$ cat config.mk
export PLATFORM = sky130hd
export DESIGN_NAME = dcache_req_arb
export DESIGN_NICKNAME = d
export VERILOG_FILES = /design/src/rtl/dcache_arb_pkg.sv /design/src/rtl/dcache_rr_arb_lock.sv /design/src/rtl/dcache_req_arb.sv
export SDC_FILE = /design/constraint.sdc
export NUM_CORES = 1
export LEC_CHECK = 0
export BUFFER_PORTS_ARGS = -buffer_cell sky130_fd_sc_hd__buf_2
export CAP_MARGIN = 40
export CELL_PAD_IN_SITES_DETAIL_PLACEMENT = 2
export CELL_PAD_IN_SITES_GLOBAL_PLACEMENT = 2
export CORE_AREA = 2 2 279 281
export DETAILED_ROUTE_END_ITERATION = 7
export DIE_AREA = 0 0 281 283
export HOLD_SLACK_MARGIN = 0.1
export PLACE_DENSITY = 0.55
export SYNTH_ARGS = -nofsm -noshare
export SYNTH_HDL_FRONTEND = slang
export SYNTH_SLANG_ARGS = --single-unit
$ cat constraint.sdc
create_clock -name clk_i -period 3.8 [get_ports clk_i]
set_input_delay 0.38 -clock clk_i [delete_from_list [all_inputs] [get_ports clk_i]]
set_output_delay 0.38 -clock clk_i [all_outputs]
set_load 0.03 [all_outputs]
$ cat src/rtl/dcache_arb_pkg.sv
// ----------------------------------------------------------------------------
// dcache_arb_pkg
// Shared types and constants for the data-cache request arbiter.
//   - Default configuration: requester count, ID, address and data widths.
//   - SRC_W: width of a requester index (clog2 of the requester count).
//   - trk_entry_t: one transaction tracker slot {valid, src, local tid}.
//   - req_payload_t / rsp_payload_t: muxed request payload and registered
//     response bundle.
//   - src_onehot(): requester index to one-hot response strobe.
// The struct widths follow the package defaults. The top-level parameters
// default to these values and must not be overridden independently.
// ----------------------------------------------------------------------------
package dcache_arb_pkg;

  localparam int unsigned NR_REQ = 3;
  localparam int unsigned ID_W   = 3;
  localparam int unsigned ADDR_W = 64;
  localparam int unsigned DATA_W = 64;
  localparam int unsigned BE_W   = DATA_W / 8;
  localparam int unsigned SRC_W  = (NR_REQ > 1) ? $clog2(NR_REQ) : 1;

  typedef struct packed {
    logic             valid;
    logic [SRC_W-1:0] src;
    logic [ID_W-1:0]  tid;
  } trk_entry_t;

  typedef struct packed {
    logic [ADDR_W-1:0] addr;
    logic              we;
    logic [DATA_W-1:0] wdata;
    logic [BE_W-1:0]   be;
    logic [ID_W-1:0]   tid;
  } req_payload_t;

  typedef struct packed {
    logic [NR_REQ-1:0] valid;
    logic [ID_W-1:0]   tid;
    logic [DATA_W-1:0] rdata;
    logic              error;
  } rsp_payload_t;

  // Requester index to one-hot strobe vector.
  function automatic logic [NR_REQ-1:0] src_onehot(input logic [SRC_W-1:0] src);
    src_onehot = {{(NR_REQ-1){1'b0}}, 1'b1} << src;
  endfunction

endpackage

$ cat src/rtl/dcache_rr_arb_lock.sv
// ----------------------------------------------------------------------------
// dcache_rr_arb_lock
// Round-robin arbiter that holds its winner while the downstream port stalls.
// It also has an optional fixed-priority override for requester 0.
// Ports:
//   clk_i, rst_i  clock, asynchronous active-high reset
//   req_i         request vector
//   prio_i        1 = requester 0 wins whenever it requests (lock still honoured)
//   stall_i       request presented but not accepted this cycle -> lock next cycle
//   advance_i     handshake this cycle -> move pointer past the winner
//   gnt_o         one-hot grant (zero when no request)
//   idx_o         index of the granted requester
//   locked_o      grant is currently forced by a previous stall
// ----------------------------------------------------------------------------
module dcache_rr_arb_lock
  import dcache_arb_pkg::*;
#(
  parameter int unsigned N    = NR_REQ,
  parameter int unsigned IdxW = SRC_W
) (
  input  logic            clk_i,
  input  logic            rst_i,
  input  logic [N-1:0]    req_i,
  input  logic            prio_i,
  input  logic            stall_i,
  input  logic            advance_i,
  output logic [N-1:0]    gnt_o,
  output logic [IdxW-1:0] idx_o,
  output logic            locked_o
);

  logic [IdxW-1:0] r_ptr;
  logic [IdxW-1:0] r_lock_idx;
  logic            r_lock;
  logic [IdxW-1:0] w_rr_idx;
  logic            w_rr_found;
  logic [IdxW-1:0] w_win_idx;
  logic            w_locked;

  // Round-robin search starting at the pointer.
  always_comb begin
    logic [IdxW-1:0] v_idx;
    w_rr_idx   = '0;
    w_rr_found = 1'b0;
    v_idx      = '0;
    for (int unsigned k = 0; k < N; k++) begin
      v_idx = IdxW'((32'(r_ptr) + k) % N);
      if (!w_rr_found && req_i[v_idx]) begin
        w_rr_found = 1'b1;
        w_rr_idx   = v_idx;
      end else begin
        w_rr_found = w_rr_found;
      end
    end
  end

  // Winner selection: a held stall beats priority, priority beats round-robin.
  always_comb begin
    w_locked = r_lock & req_i[r_lock_idx];
    if (w_locked) begin
      w_win_idx = r_lock_idx;
    end else if (prio_i && req_i[0]) begin
      w_win_idx = '0;
    end else begin
      w_win_idx = w_rr_idx;
    end
  end

  // Grant vector and status outputs.
  always_comb begin
    idx_o    = w_win_idx;
    locked_o = w_locked;
    if (|req_i) begin
      gnt_o = {{(N-1){1'b0}}, 1'b1} << w_win_idx;
    end else begin
      gnt_o = '0;
    end
  end

  // Pointer and stall-lock state.
  always_ff @(posedge clk_i or posedge rst_i) begin
    if (rst_i) begin
      r_ptr      <= '0;
      r_lock     <= 1'b0;
      r_lock_idx <= '0;
    end else begin
      r_lock     <= stall_i;
      r_lock_idx <= w_win_idx;
      // Priority grants to requester 0 leave the rotation untouched.
      if (advance_i && !(prio_i && (w_win_idx == '0))) begin
        r_ptr <= (w_win_idx == IdxW'(N - 1)) ? '0 : (w_win_idx + IdxW'(1));
      end
    end
  end

endmodule

$ cat src/rtl/dcache_req_arb.sv
// ----------------------------------------------------------------------------
// dcache_req_arb
// Shares one HPDcache core request port among NrReq data-side requesters
// (0 = PTW, 1 = load, 2 = store/AMO). Each accepted request gets a cache
// transaction ID, which is the index of the lowest free tracker entry.
// Responses are routed back one cycle later with the requester's own ID.
// Optional feature macro: DCACHE_ARB_PTW_PRIO_EN. When it is defined,
// requester 0 takes priority over round-robin.
// Ports:
//   clk_i, rst_i                 clock, asynchronous active-high reset
//   req_*_i / req_ready_o        per-requester request channel
//   cache_req_*_o / _ready_i     muxed request to the cache (combinational)
//   cache_rsp_*_i                cache response (no backpressure)
//   rsp_valid_o                  one-hot registered response strobe
//   rsp_tid_o/_rdata_o/_error_o  shared registered response bus
//   busy_o                       any tracker entry allocated
//   unexp_rsp_o                  pulse: response hit an unallocated entry
// ----------------------------------------------------------------------------
module dcache_req_arb
  import dcache_arb_pkg::*;
#(
  parameter int unsigned NrReq     = NR_REQ,
  parameter int unsigned IdWidth   = ID_W,
  parameter int unsigned AddrWidth = ADDR_W,
  parameter int unsigned DataWidth = DATA_W
) (
  input  logic                           clk_i,
  input  logic                           rst_i,
  input  logic [NrReq-1:0]               req_valid_i,
  output logic [NrReq-1:0]               req_ready_o,
  input  logic [NrReq*AddrWidth-1:0]     req_addr_i,
  input  logic [NrReq-1:0]               req_we_i,
  input  logic [NrReq*DataWidth-1:0]     req_wdata_i,
  input  logic [NrReq*DataWidth/8-1:0]   req_be_i,
  input  logic [NrReq*IdWidth-1:0]       req_tid_i,
  output logic                           cache_req_valid_o,
  input  logic                           cache_req_ready_i,
  output logic [AddrWidth-1:0]           cache_req_addr_o,
  output logic                           cache_req_we_o,
  output logic [DataWidth-1:0]           cache_req_wdata_o,
  output logic [DataWidth/8-1:0]         cache_req_be_o,
  output logic [IdWidth-1:0]             cache_req_tid_o,
  input  logic                           cache_rsp_valid_i,
  input  logic [IdWidth-1:0]             cache_rsp_tid_i,
  input  logic [DataWidth-1:0]           cache_rsp_rdata_i,
  input  logic                           cache_rsp_error_i,
  output logic [NrReq-1:0]               rsp_valid_o,
  output logic [IdWidth-1:0]             rsp_tid_o,
  output logic [DataWidth-1:0]           rsp_rdata_o,
  output logic                           rsp_error_o,
  output logic                           busy_o,
  output logic                           unexp_rsp_o
);

  localparam int unsigned BeW    = DataWidth / 8;
  localparam int unsigned NumEnt = 2 ** IdWidth;

  trk_entry_t          r_trk [NumEnt];
  logic [IdWidth-1:0]  r_lock_tid;
  rsp_payload_t        r_rsp;
  logic                r_unexp;

  logic [NumEnt-1:0]   w_valid_vec;
  logic                w_full;
  logic [IdWidth-1:0]  w_free_idx;
  logic [IdWidth-1:0]  w_alloc_tid;
  logic [NrReq-1:0]    w_gnt;
  logic [SRC_W-1:0]    w_win;
  logic                w_locked;
  logic                w_prio;
  logic                w_cvalid;
  logic                w_hs;
  logic                w_stall;
  logic [IdWidth-1:0]  w_win_ltid;
  req_payload_t        w_req_pl;
  trk_entry_t          w_rsp_ent;
  logic                w_rsp_hit;

`ifdef DCACHE_ARB_PTW_PRIO_EN
  assign w_prio = 1'b1;
`else
  assign w_prio = 1'b0;
`endif

  // Tracker occupancy and lowest free entry (registered state only, so an
  // entry freed this cycle is not reused until the next one).
  always_comb begin
    w_free_idx = '0;
    for (int i = 0; i < int'(NumEnt); i++) begin
      w_valid_vec[i] = r_trk[i].valid;
    end
    for (int i = int'(NumEnt) - 1; i >= 0; i--) begin
      if (!r_trk[i].valid) begin
        w_free_idx = IdWidth'(i);
      end else begin
        w_free_idx = w_free_idx;
      end
    end
  end

  assign w_full = &w_valid_vec;
  assign busy_o = |w_valid_vec;

  dcache_rr_arb_lock #(
    .N    (NrReq),
    .IdxW (SRC_W)
  ) u_rr_arb (
    .clk_i     (clk_i),
    .rst_i     (rst_i),
    .req_i     (req_valid_i),
    .prio_i    (w_prio),
    .stall_i   (w_stall),
    .advance_i (w_hs),
    .gnt_o     (w_gnt),
    .idx_o     (w_win),
    .locked_o  (w_locked)
  );

  // Request-side handshake. Outputs are forced low while reset is asserted.
  always_comb begin
    w_cvalid = (|req_valid_i) & ~w_full & ~rst_i;
    w_hs     = w_cvalid & cache_req_ready_i;
    w_stall  = w_cvalid & ~cache_req_ready_i;
    // A stalled request keeps the tid it was first presented with.
    w_alloc_tid = w_locked ? r_lock_tid : w_free_idx;
    if (cache_req_ready_i && !w_full && !rst_i) begin
      req_ready_o = w_gnt;
    end else begin
      req_ready_o = '0;
    end
  end

  // Payload mux from the granted requester.
  always_comb begin
    w_win_ltid     = req_tid_i[w_win*IdWidth +: IdWidth];
    w_req_pl.addr  = req_addr_i[w_win*AddrWidth +: AddrWidth];
    w_req_pl.we    = req_we_i[w_win];
    w_req_pl.wdata = req_wdata_i[w_win*DataWidth +: DataWidth];
    w_req_pl.be    = req_be_i[w_win*BeW +: BeW];
    w_req_pl.tid   = w_alloc_tid;
  end

  assign cache_req_valid_o = w_cvalid;
  assign cache_req_addr_o  = w_req_pl.addr;
  assign cache_req_we_o    = w_req_pl.we;
  assign cache_req_wdata_o = w_req_pl.wdata;
  assign cache_req_be_o    = w_req_pl.be;
  assign cache_req_tid_o   = w_req_pl.tid;

  assign w_rsp_ent = r_trk[cache_rsp_tid_i];
  assign w_rsp_hit = cache_rsp_valid_i & w_rsp_ent.valid;

  // Tracker: allocate on handshake, release on a matching response. The two
  // never touch the same entry because allocation only picks free slots.
  always_ff @(posedge clk_i or posedge rst_i) begin
    if (rst_i) begin
      for (int i = 0; i < int'(NumEnt); i++) begin
        r_trk[i] <= '0;
      end
      r_lock_tid <= '0;
    end else begin
      if (w_hs) begin
        r_trk[w_alloc_tid] <= '{valid: 1'b1, src: w_win, tid: w_win_ltid};
      end
      if (w_rsp_hit) begin
        r_trk[cache_rsp_tid_i].valid <= 1'b0;
      end
      if (w_stall) begin
        r_lock_tid <= w_alloc_tid;
      end
    end
  end

  // Registered response routing and unexpected-response flag.
  always_ff @(posedge clk_i or posedge rst_i) begin
    if (rst_i) begin
      r_rsp   <= '0;
      r_unexp <= 1'b0;
    end else begin
      r_unexp <= cache_rsp_valid_i & ~w_rsp_ent.valid;
      if (w_rsp_hit) begin
        r_rsp.valid <= src_onehot(w_rsp_ent.src);
        r_rsp.tid   <= w_rsp_ent.tid;
        r_rsp.rdata <= cache_rsp_rdata_i;
        r_rsp.error <= cache_rsp_error_i;
      end else begin
        r_rsp.valid <= '0;
      end
    end
  end

  assign rsp_valid_o = r_rsp.valid;
  assign rsp_tid_o   = r_rsp.tid;
  assign rsp_rdata_o = r_rsp.rdata;
  assign rsp_error_o = r_rsp.error;
  assign unexp_rsp_o = r_unexp;

endmodule

==> run summary, run 1 <==
outcome: finished, final reports clean
crit path max fanout: 31
GPL Wtd Cong: 0.926
initial antenna violation count: 40
LEAKAGE: 6.93 nW
DR iter-0 viols: 445
post-route minimum period: 3.52 ns
critical path's top delay family: compound AO/OA/AOI/OAI gates
die height: 283 um
prevailing post-synth register cell: dfrtp_1
wire length of the first global-routing pass: 81.7 mm
Mapped Area: 8030 um^2
startpoint types: flop
largest net degree at the start of global routing: 77
Worst-Margin Slew: 0.805 ns
f_max: 284 MHz
Tot Pwr: 13.1 mW
register area share after synthesis: 0.399
core footprint: 76700 um^2
CTS max path bufs: 2
Setup Viol. Count Final: 0
crit end category: primary output
RSZ-0062 raised after global routing: false
Initial Utilization: 0.105
Worst EP required: 3.42 ns
clock sink count: 128
Max Clock Skew: 0.00703 ns
Max-slew headroom: 0.463
Via density: 3.74
crit path DAT: 3.14 ns
Final Max Slew Viols: 0
multi-input logic area: 4390 um^2
worst setup path class: reg -> out
DRC: 0
Ys Warns: 0
Post-Syn Nets: 1377
clock buffer count from CTS: 17
Worst-path clk slew: 0.06 ns
CP max stage cell: dfrtp_1
later-pin clock latency in the skew report: 0.42 ns
Total Wirelength: 58.2 mm
CTS tree: yes
pwr/cell area: 979 nW/um^2
layout cell share with drive strength beyond 1: 0.556
Row Count: 102
Async SR Flop Fraction: 1.00
TNS Setup: 0 ns
Top Ports: 712
max_cap viols: 0
post-synthesis register bit count: 128
gr usage total: 0.143
vias: 9834
Hold Fails Final Rpt: 0
Syn Area/Cell: 9.13 um^2
worst path bufs/invs: 3
hold slack final: 0.131 ns
Fill cells: 9079
Worst VDD drop: 0.513 mV
Routed WL per cell: 22.1 um
DRT antenna net count: 0
max incr delay on CP: 0.38 ns
PortBufs: 711
number of H-tree levels: 4
Reg area: 3200 um^2
number of synthesized flops with an enable pin: 0
cells after synthesis: 880
die width: 281 um
min-delay worst type: in -> async
Synth cell types: 59
DRT Pass-1 Iters: 5
CTS root buffer: clkbuf_16
die area: 79500 um^2
DP Wirelength: 49.2 mm
crit-path cells: inv_1 > ha_1 > nor2b_1 > o21ai_0 > a211o_1 > a21oi_2 > or2_4 > buf_6 > a22oi_1 > nand2_1 > buf_2
vias in the first global route: 10900
Synth-to-Final Area Change: 66.2%
# nets final: 2059
Tcrit/Tclk final: 0.925
grt total ovfl: 0
[report_power, final]
group / switching, mW / leakage (nW) / internal [mW] / total [mW]
Clock: 0.636 / 0.314 / 1.11 / 1.75
Sequential: 0.347 / 1.59 / 1.93 / 2.28
Combinational: 6.37 / 5.02 / 2.67 / 9.05
Total: 7.36 / 6.93 / 5.72 / 13.1
[cells by family (layout without fill, tap and decap cells)]
logic type	count (synthesis)	in the layout	share of synthesized area
fa+ha+maj	2	2	0.00311
buf+inv	72	767	0.0582
compound gates	212	212	0.197
flops	128	128	0.399
simple gates	363	363	0.185
mux	103	103	0.158
other cells	0	12	0
[cell usage in the layout, fill, tap and decap left out, types with 7 or more instances in the layout]
cell,netlist,layout
clkbuf_16,0,17
mux2i_1,7,7
a21oi_1,9,9
mux2_2,85,85
inv_1,9,8
buf_2,31,711
nand2_1,319,319
a22oi_1,137,137
o21ai_0,23,23
dfrtp_1,128,128
buf_12,1,8
mux4_2,10,10
diode_2,0,12
o21ai_1,10,10
[routing by layer]
metal / part of all wire / vias to the layer above / GRT usage
li1: - / 4514 / -
met1: 0.41 / 4819 / 0.175
met2: 0.50 / 393 / 0.250
met3: 0.068 / 84 / 0.0341
met4: 0.018 / 24 / 0.0337
met5: 0.0027 / - / 0
[through the flow]
| step | cells | util | setup WS, ns | area, um^2 |
|---|---|---|---|---|
| 6_report | 2627 | 0.174 | 0.285 | 13400 |
| 5_1_grt | 2621 | 0.174 | 0.0574 | 13300 |
| 4_1_cts | 2615 | 0.174 | 0.117 | 13300 |
| 3_5_place_dp | 2583 | 0.165 | 0.598 | 12700 |
| 3_3_place_gp | 2583 | 0.165 | 0.562 | 12700 |
| 2_1_floorplan | 880 | - | 0.00736 | 8030 |
[final timing paths]
check	from	cells past startpoint	end	slack, ns
worst max-delay path	u_rr_arb.r_ptr[0]$_DFFE_PP0P_	11	cache_req_addr_o[17]	0.28
worst min-delay path	rst_i	2	r_lock_tid[2]$_DFFE_PP0P_	0.13
worst max register to register	u_rr_arb.r_ptr[0]$_DFFE_PP0P_	10	flop	0.91
worst min register to register	rsp_tid_o[2]$_DFFE_PP0P_	2	rsp_tid_o[2]$_DFFE_PP0P_	0.48
max in group asynchronous	rst_i	3	rsp_rdata_o[9]$_DFFE_PP0P_	2.77
min in group clk_i	cache_rsp_rdata_i[58]	2	rsp_rdata_o[58]$_DFFE_PP0P_	0.19
[layout make-up]
class	count	share of cell area
Timing Repair Buffer	725	0.282
Multi-Input combinational cell	680	0.328
Sequential cell	128	0.240
Tap cell	1040	0.0974
Clock inverter	14	0.0141
Inverter	10	0.00300
Clock buffer	18	0.0329
Antenna cell	12	0.00225
[Yosys cell counts, types with 3 or more instances]
cell	count	area, um^2
inv_1	9	33.8
nand2_2	5	31.3
buf_2	31	155
buf_8	6	90.1
clkbuf_1	12	45.0
o21ai_0	23	115
nor2b_1	5	31.3
mux2i_1	7	70.1
nor3_1	5	25.0
dfrtp_1	128	3200
a21oi_1	9	45.0
a21o_1	3	22.5
and2_1	3	18.8
a221oi_4	3	78.8
a22oi_1	137	1030
nand2_1	319	1200
buf_6	9	101
nand3_1	5	25.0
nor2_1	3	11.3
a31oi_1	4	25.0
mux4_2	10	225
o21ai_1	10	50.1
mux2_2	85	957
[timing repair]
action                     4_1_cts  5_1_grt
setup endpoints to repair        0        2
resized for setup                0        1
hold buffers                     0        0
setup buffers                    0        0
Power figures use the tool's default switching activity.
==> run 2: changes to the inputs <==
CORE_AREA = 2 2 277 279   (was 2 2 279 281)
DIE_AREA = 0 0 279 281   (was 0 0 281 283)
PLACE_DENSITY = 0.54   (was 0.55)
SYNTH_HIERARCHICAL = 1   (was not set)
clock period = 3.9 ns   (was 3.8 ns; I/O delays follow)
==> run summary, run 2 <==
outcome: finished, final reports clean
Worst Hold Depth: 2
FF-to-FF setup slack: 0.36 ns
CTS max path bufs: 2
crit end category: primary output
max_cap viols: 0
prevailing post-synth register cell: dfrtp_1
most frequent cells in the layout: buf_2 (686), nand2_1 (153), mux2i_1 (145)
gr usage total: 0.139
max incr delay on CP: 0.43 ns
Synth-to-Final Area Change: 70.8%
top cells by area, synth: dfrtp_1 (37%), mux2i_1 (17%), mux2_2 (15%)
Syn Area/Cell: 9.97 um^2
Worst VDD drop: 0.511 mV
Hold Fails Final Rpt: 0
# nets final: 2095
most frequent cell after synthesis: nand2_1
crit path DAT: 3.38 ns
later-pin clock latency in the skew report: 0.42 ns
pwr/cell area: 1090 nW/um^2
clock sink count: 128
Worst EP required: 3.51 ns
post-route minimum period: 3.77 ns
Reg area: 3210 um^2
Initial Utilization: 0.115
Ys Warns: 6
LEAKAGE: 7.00 nW
Final Worst Setup Slack: 0.126 ns
die area: 78400 um^2
largest net degree at the start of global routing: 153
DRT Pass-1 Iters: 4
cells after synthesis: 872
vias in the first global route: 11000
crit path max fanout: 14
Tot Pwr: 16.2 mW
Layout Cell Area excl Fill: 14800 um^2
worst setup path class: reg -> out
grt total ovfl: 0
CTS root buffer: clkbuf_16
Mapped Area: 8690 um^2
post-synthesis register bit count: 128
Final Max Slew Viols: 0
Tcrit/Tclk final: 0.968
min-delay worst type: in -> reg
number of synthesized flops with an enable pin: 0
Setup Viol. Count Final: 0
vias: 9973
multi-input logic area: 5240 um^2
critical path's top delay family: buffers and inverters
Total Wirelength: 58.9 mm
Critical R2R Launch: u_rr_arb/r_ptr[1]$_DFFE_PP0P_
clock buffer count from CTS: 17
startpoint types: flop
pre-CTS worst setup slack: 0.105 ns
Post-Place Cells: 2525
wire length of the first global-routing pass: 78.6 mm
core footprint: 75400 um^2
DR iter-0 viols: 366
CTS tree: yes
f_max: 265 MHz
Worst-Margin Slew: 0.829 ns
Row Count: 101
Synth top cells by count: nand2_1 (160), mux2i_1 (146), o21ai_0 (146), dfrtp_1 (128), mux2_2 (112)
PortBufs: 711
hold slack final: 0.195 ns
Via density: 3.84
Synth cell types: 53
initial antenna violation count: 25
Worst-path clk slew: 0.06 ns
DRC: 0
Final Util: 0.197
last element of the critical path: cache_req_addr_o[61]
crit-path cells: inv_1 > ha_4 > nand2b_1 > and3_1 > o32a_1 > o31ai_4 > buf_12 > buf_4 > nor2b_4 > buf_12 > buf_12 > buf_4 > nand2_1 > o21ai_1 > buf_4
Worst R2R Path Depth: 16
Worst Setup SP: u_rr_arb/r_ptr[1]$_DFFE_PP0P_
Async SR Flop Fraction: 1.00
GPL Wtd Cong: 0.831
worst path bufs/invs: 7
Max-slew headroom: 0.443
number of H-tree levels: 4
most common cell after layout, fill and taps aside: buf_2
DP Wirelength: 47.2 mm
die height: 281 um
TNS Setup: 0 ns
Synth area leader: dfrtp_1
DRT antenna net count: 0
share of the synthesized area in the top cell type: 0.369
Crit path depth: 15
layout cell share with drive strength beyond 1: 0.598
Fill cells: 8841
Max Clock Skew: 0.0120 ns
register area share after synthesis: 0.369
placed cell area: 13600 um^2
Non-Filler Instances: 2595
die width: 279 um
Routed WL per cell: 22.7 um
Top Ports: 712
CP max stage cell: dfrtp_2
-- run 2: layout make-up --
| class | count | area share |
|---|---|---|
| antenna | 8 | 0.00135 |
| clock buffer | 19 | 0.0305 |
| clock inverter | 13 | 0.0140 |
| inverter | 10 | 0.00287 |
| multi-input combinational | 669 | 0.353 |
| sequential | 128 | 0.216 |
| tap | 978 | 0.0824 |
| timing repair buffer | 770 | 0.300 |
-- run 2: cell families (layout without fill, tap and decap cells) --
family | Yosys count | in the layout | synth area share
mux | 273 | 273 | 0.350
simple gates | 215 | 215 | 0.118
compound gates | 175 | 175 | 0.119
flops | 128 | 128 | 0.369
buf+inv | 76 | 812 | 0.0383
fa+ha+maj | 4 | 4 | 0.00576
other cells | 1 | 10 | 0.000431
-- run 2: routing by layer --
metal / track usage / vias to the layer above / wire, um
met5: 0 / - / 42
met4: 0.0284 / 8 / 1160
met3: 0.0338 / 69 / 3280
met2: 0.256 / 371 / 31000
met1: 0.162 / 4942 / 23500
li1: - / 4583 / -
-- run 2: power breakdown --
part	switching (mW)	total [mW]	internal, mW
clock	0.635	1.81	1.17
combinational	7.91	12.2	4.32
sequential	0.320	2.19	1.87
total	8.87	16.2	7.36
-- run 2: timing repair --
| action | 4_1_cts | 5_1_grt |
|---|---|---|
| pin swaps | 2 | 5 |
| resized for setup | 25 | 45 |
| buffers inserted | 11 | 11 |
| endpoints found under the hold margin | 5 | 0 |
| cloned | 3 | 4 |
| setup endpoints to repair | 124 | 135 |
| hold buffers | 1 | 0 |
-- run 2: worst min-delay path by stage --
stage	from	endpoint	slack, ns
floorplan	rst_i	u_rr_arb/r_lock$_DFF_PP0_	0.17
global placement	rst_i	u_rr_arb/r_lock_idx[0]$_DFF_PP0_	0.38
detailed placement	rst_i	u_rr_arb/r_lock_idx[0]$_DFF_PP0_	0.38
CTS	cache_rsp_rdata_i[14]	rsp_rdata_o[14]$_DFFE_PP0P_	0.17
global route	cache_rsp_rdata_i[52]	rsp_rdata_o[52]$_DFFE_PP0P_	0.18
finish	cache_rsp_rdata_i[14]	rsp_rdata_o[14]$_DFFE_PP0P_	0.19
-- run 2: worst reg2reg max path: cells and delay by family, from the launching register on --
family	cells	cell delay (ns)
muxes	1	0.34
adders and majority gates	1	0.20
and+or+nand+nor	4	0.53
buffers and inverters	7	1.03
AOI/OAI and AO/OA	3	0.90
DFF	1	0.43
==> run 3: changes to the inputs <==
PLACE_DENSITY = 0.6   (was 0.54)
==> run summary, run 3 (synthesis gave the netlist of run 2 again) <==
Reg area: 3210 um^2
Worst VDD drop: 0.561 mV
vias in the first global route: 11100
pwr/cell area: 1110 nW/um^2
clock sink count: 128
Worst Hold Depth: 2
startpoint types: flop
Synth-to-Final Area Change: 70.1%
most frequent cells in the layout: buf_2 (693), nand2_1 (157), mux2i_1 (141)
Max-slew headroom: 0.476
CTS tree: yes
hold slack final: 0.192 ns
die area: 78400 um^2
worst setup path class: reg -> out
FF-to-FF setup slack: 0.53 ns
initial antenna violation count: 25
Critical R2R Launch: u_rr_arb/r_ptr[0]$_DFFE_PP0P_
f_max: 264 MHz
die width: 279 um
largest net degree at the start of global routing: 65
later-pin clock latency in the skew report: 0.43 ns
Final Util: 0.196
crit end category: primary output
gr usage total: 0.148
routing usage on met2: 0.290
Fill cells: 8772
grt met1 use: 0.166
core footprint: 75400 um^2
CTS max path bufs: 2
Row Count: 101
grt total ovfl: 0
Final Max Slew Viols: 0
Post-Place Cells: 2529
Initial Utilization: 0.115
Top Ports: 712
LEAKAGE: 6.97 nW
Hold Fails Final Rpt: 0
Non-Filler Instances: 2585
Via density: 3.88
number of H-tree levels: 4
Setup Viol. Count Final: 0
GPL Wtd Cong: 0.924
CTS root buffer: clkbuf_16
hold worst-path end: rsp_rdata_o[10]$_DFFE_PP0P_
Routed WL per cell: 23.7 um
DP Wirelength: 50.0 mm
PortBufs: 711
grt met3 use: 0.0263
Worst EP required: 3.51 ns
worst hold start: cache_rsp_rdata_i[10]
DRT Pass-1 Iters: 4
DRT antenna net count: 0
outcome: finished, final reports clean
Worst-path clk slew: 0.06 ns
# nets final: 2088
Total Wirelength: 61.4 mm
vias: 10000
DRC: 0
min-delay worst type: in -> reg
layout cell share with drive strength beyond 1: 0.596
die height: 281 um
crit path max fanout: 17
clock buffer count from CTS: 17
DR iter-0 viols: 327
Tcrit/Tclk final: 0.971
GRT Max-Usage Layer: met2
post-route minimum period: 3.79 ns
wire length of the first global-routing pass: 82.6 mm
crit path DAT: 3.40 ns
Max Clock Skew: 0.0254 ns
Worst R2R Path Depth: 12
Worst-Margin Slew: 0.786 ns
most common cell after layout, fill and taps aside: buf_2
max_cap viols: 0
TNS Setup: 0 ns
multi-input logic area: 5250 um^2
==> run 3: cell count changes in the layout (fill, tap and decap cells not counted), moves of 2 or more <==
cell       before  now
mux2i_4         2    4
o21ai_1        61   58
o21ai_0        89   92
bufbuf_16       2    4
mux2i_2         1    3
clkbuf_4        3    1
nand2_1       153  157
mux2i_1       145  141
buf_12         12   14
diode_2         8    5
inv_2           1    3
buf_4          54   40
nand2_2         7    3
buf_2         686  693
==> run 3: power by group <==
part | total (mW) | switching, mW | internal (mW) | leakage [nW]
clock network | 1.73 | 0.628 | 1.11 | 0.309
logic | 12.4 | 8.07 | 4.35 | 5.06
registers | 2.20 | 0.331 | 1.87 | 1.60
==> run 3: critical path, stage by stage (launching register included) <==
cell and delay (ns):
dfrtp_2 0.42, inv_2 0.07, ha_4 0.31, mux2i_1 0.21, o221ai_1 0.14, o32a_1 0.35, o31ai_4 0.31, buf_12 0.23
buf_16 0.20, mux2i_2 0.36, o21ai_0 0.13, buf_2 0.20
==> run 3: worst max-delay path by stage <==
| stage | from | to | slack (ns) | cells after the start |
|---|---|---|---|---|
| final | u_rr_arb/r_ptr[0]$_DFFE_PP0P_ | cache_req_wdata_o[51] | 0.11 | 11 |
| after global routing | u_rr_arb/r_ptr[1]$_DFFE_PP0P_ | cache_req_addr_o[58] | -0.02 | 12 |
| after CTS | u_rr_arb/r_ptr[0]$_DFFE_PP0P_ | cache_req_addr_o[19] | -0.01 | 12 |
| after detailed placement | u_rr_arb/r_ptr[0]$_DFFE_PP0P_ | cache_req_we_o | 0.25 | 12 |
| after global placement | u_rr_arb/r_ptr[0]$_DFFE_PP0P_ | cache_req_we_o | 0.29 | 12 |
| after floorplan | u_rr_arb/r_ptr[0]$_DFFE_PP0P_ | cache_req_addr_o[10] | 0.06 | 11 |
==> run 3: layer usage <==
layer  vias to the layer above  routed length [um]  part of all wire
met2                       357               34000              0.55
met5                         -                  31           0.00050
li1                       4563                   -                 -
met4                         4                 978             0.016
met3                        73                2690             0.044
met1                      5020               23700              0.39
==> run 3: area by class of cell <==
cell class / instances / area share
inverter: 10 / 0.00271
tap: 978 / 0.0828
clock inverter: 13 / 0.0125
clock buffer: 19 / 0.0306
timing repair buffer: 763 / 0.299
antenna: 5 / 0.000846
sequential: 128 / 0.217
multi-input combinational: 669 / 0.355
==> run 3: timing repair <==
action | CTS | global route
pin swaps | 2 | 3
setup endpoints to repair | 108 | 137
hold endpoints to repair | 5 | 0
buffers inserted | 8 | 3
gates cloned | 5 | 3
gates resized for setup | 29 | 24
hold buffers | 1 | 0
==> run 3: stage by stage <==
step	total power [mW]	setup WS [ns]	cell area [um^2]
finish	16.3	0.112	14800
global route	17.3	-0.0153	14800
CTS	16.4	-0.0103	14600
detailed placement	13.7	0.249	13700
global placement	13.5	0.295	13700
floorplan	9.37	0.0631	8700
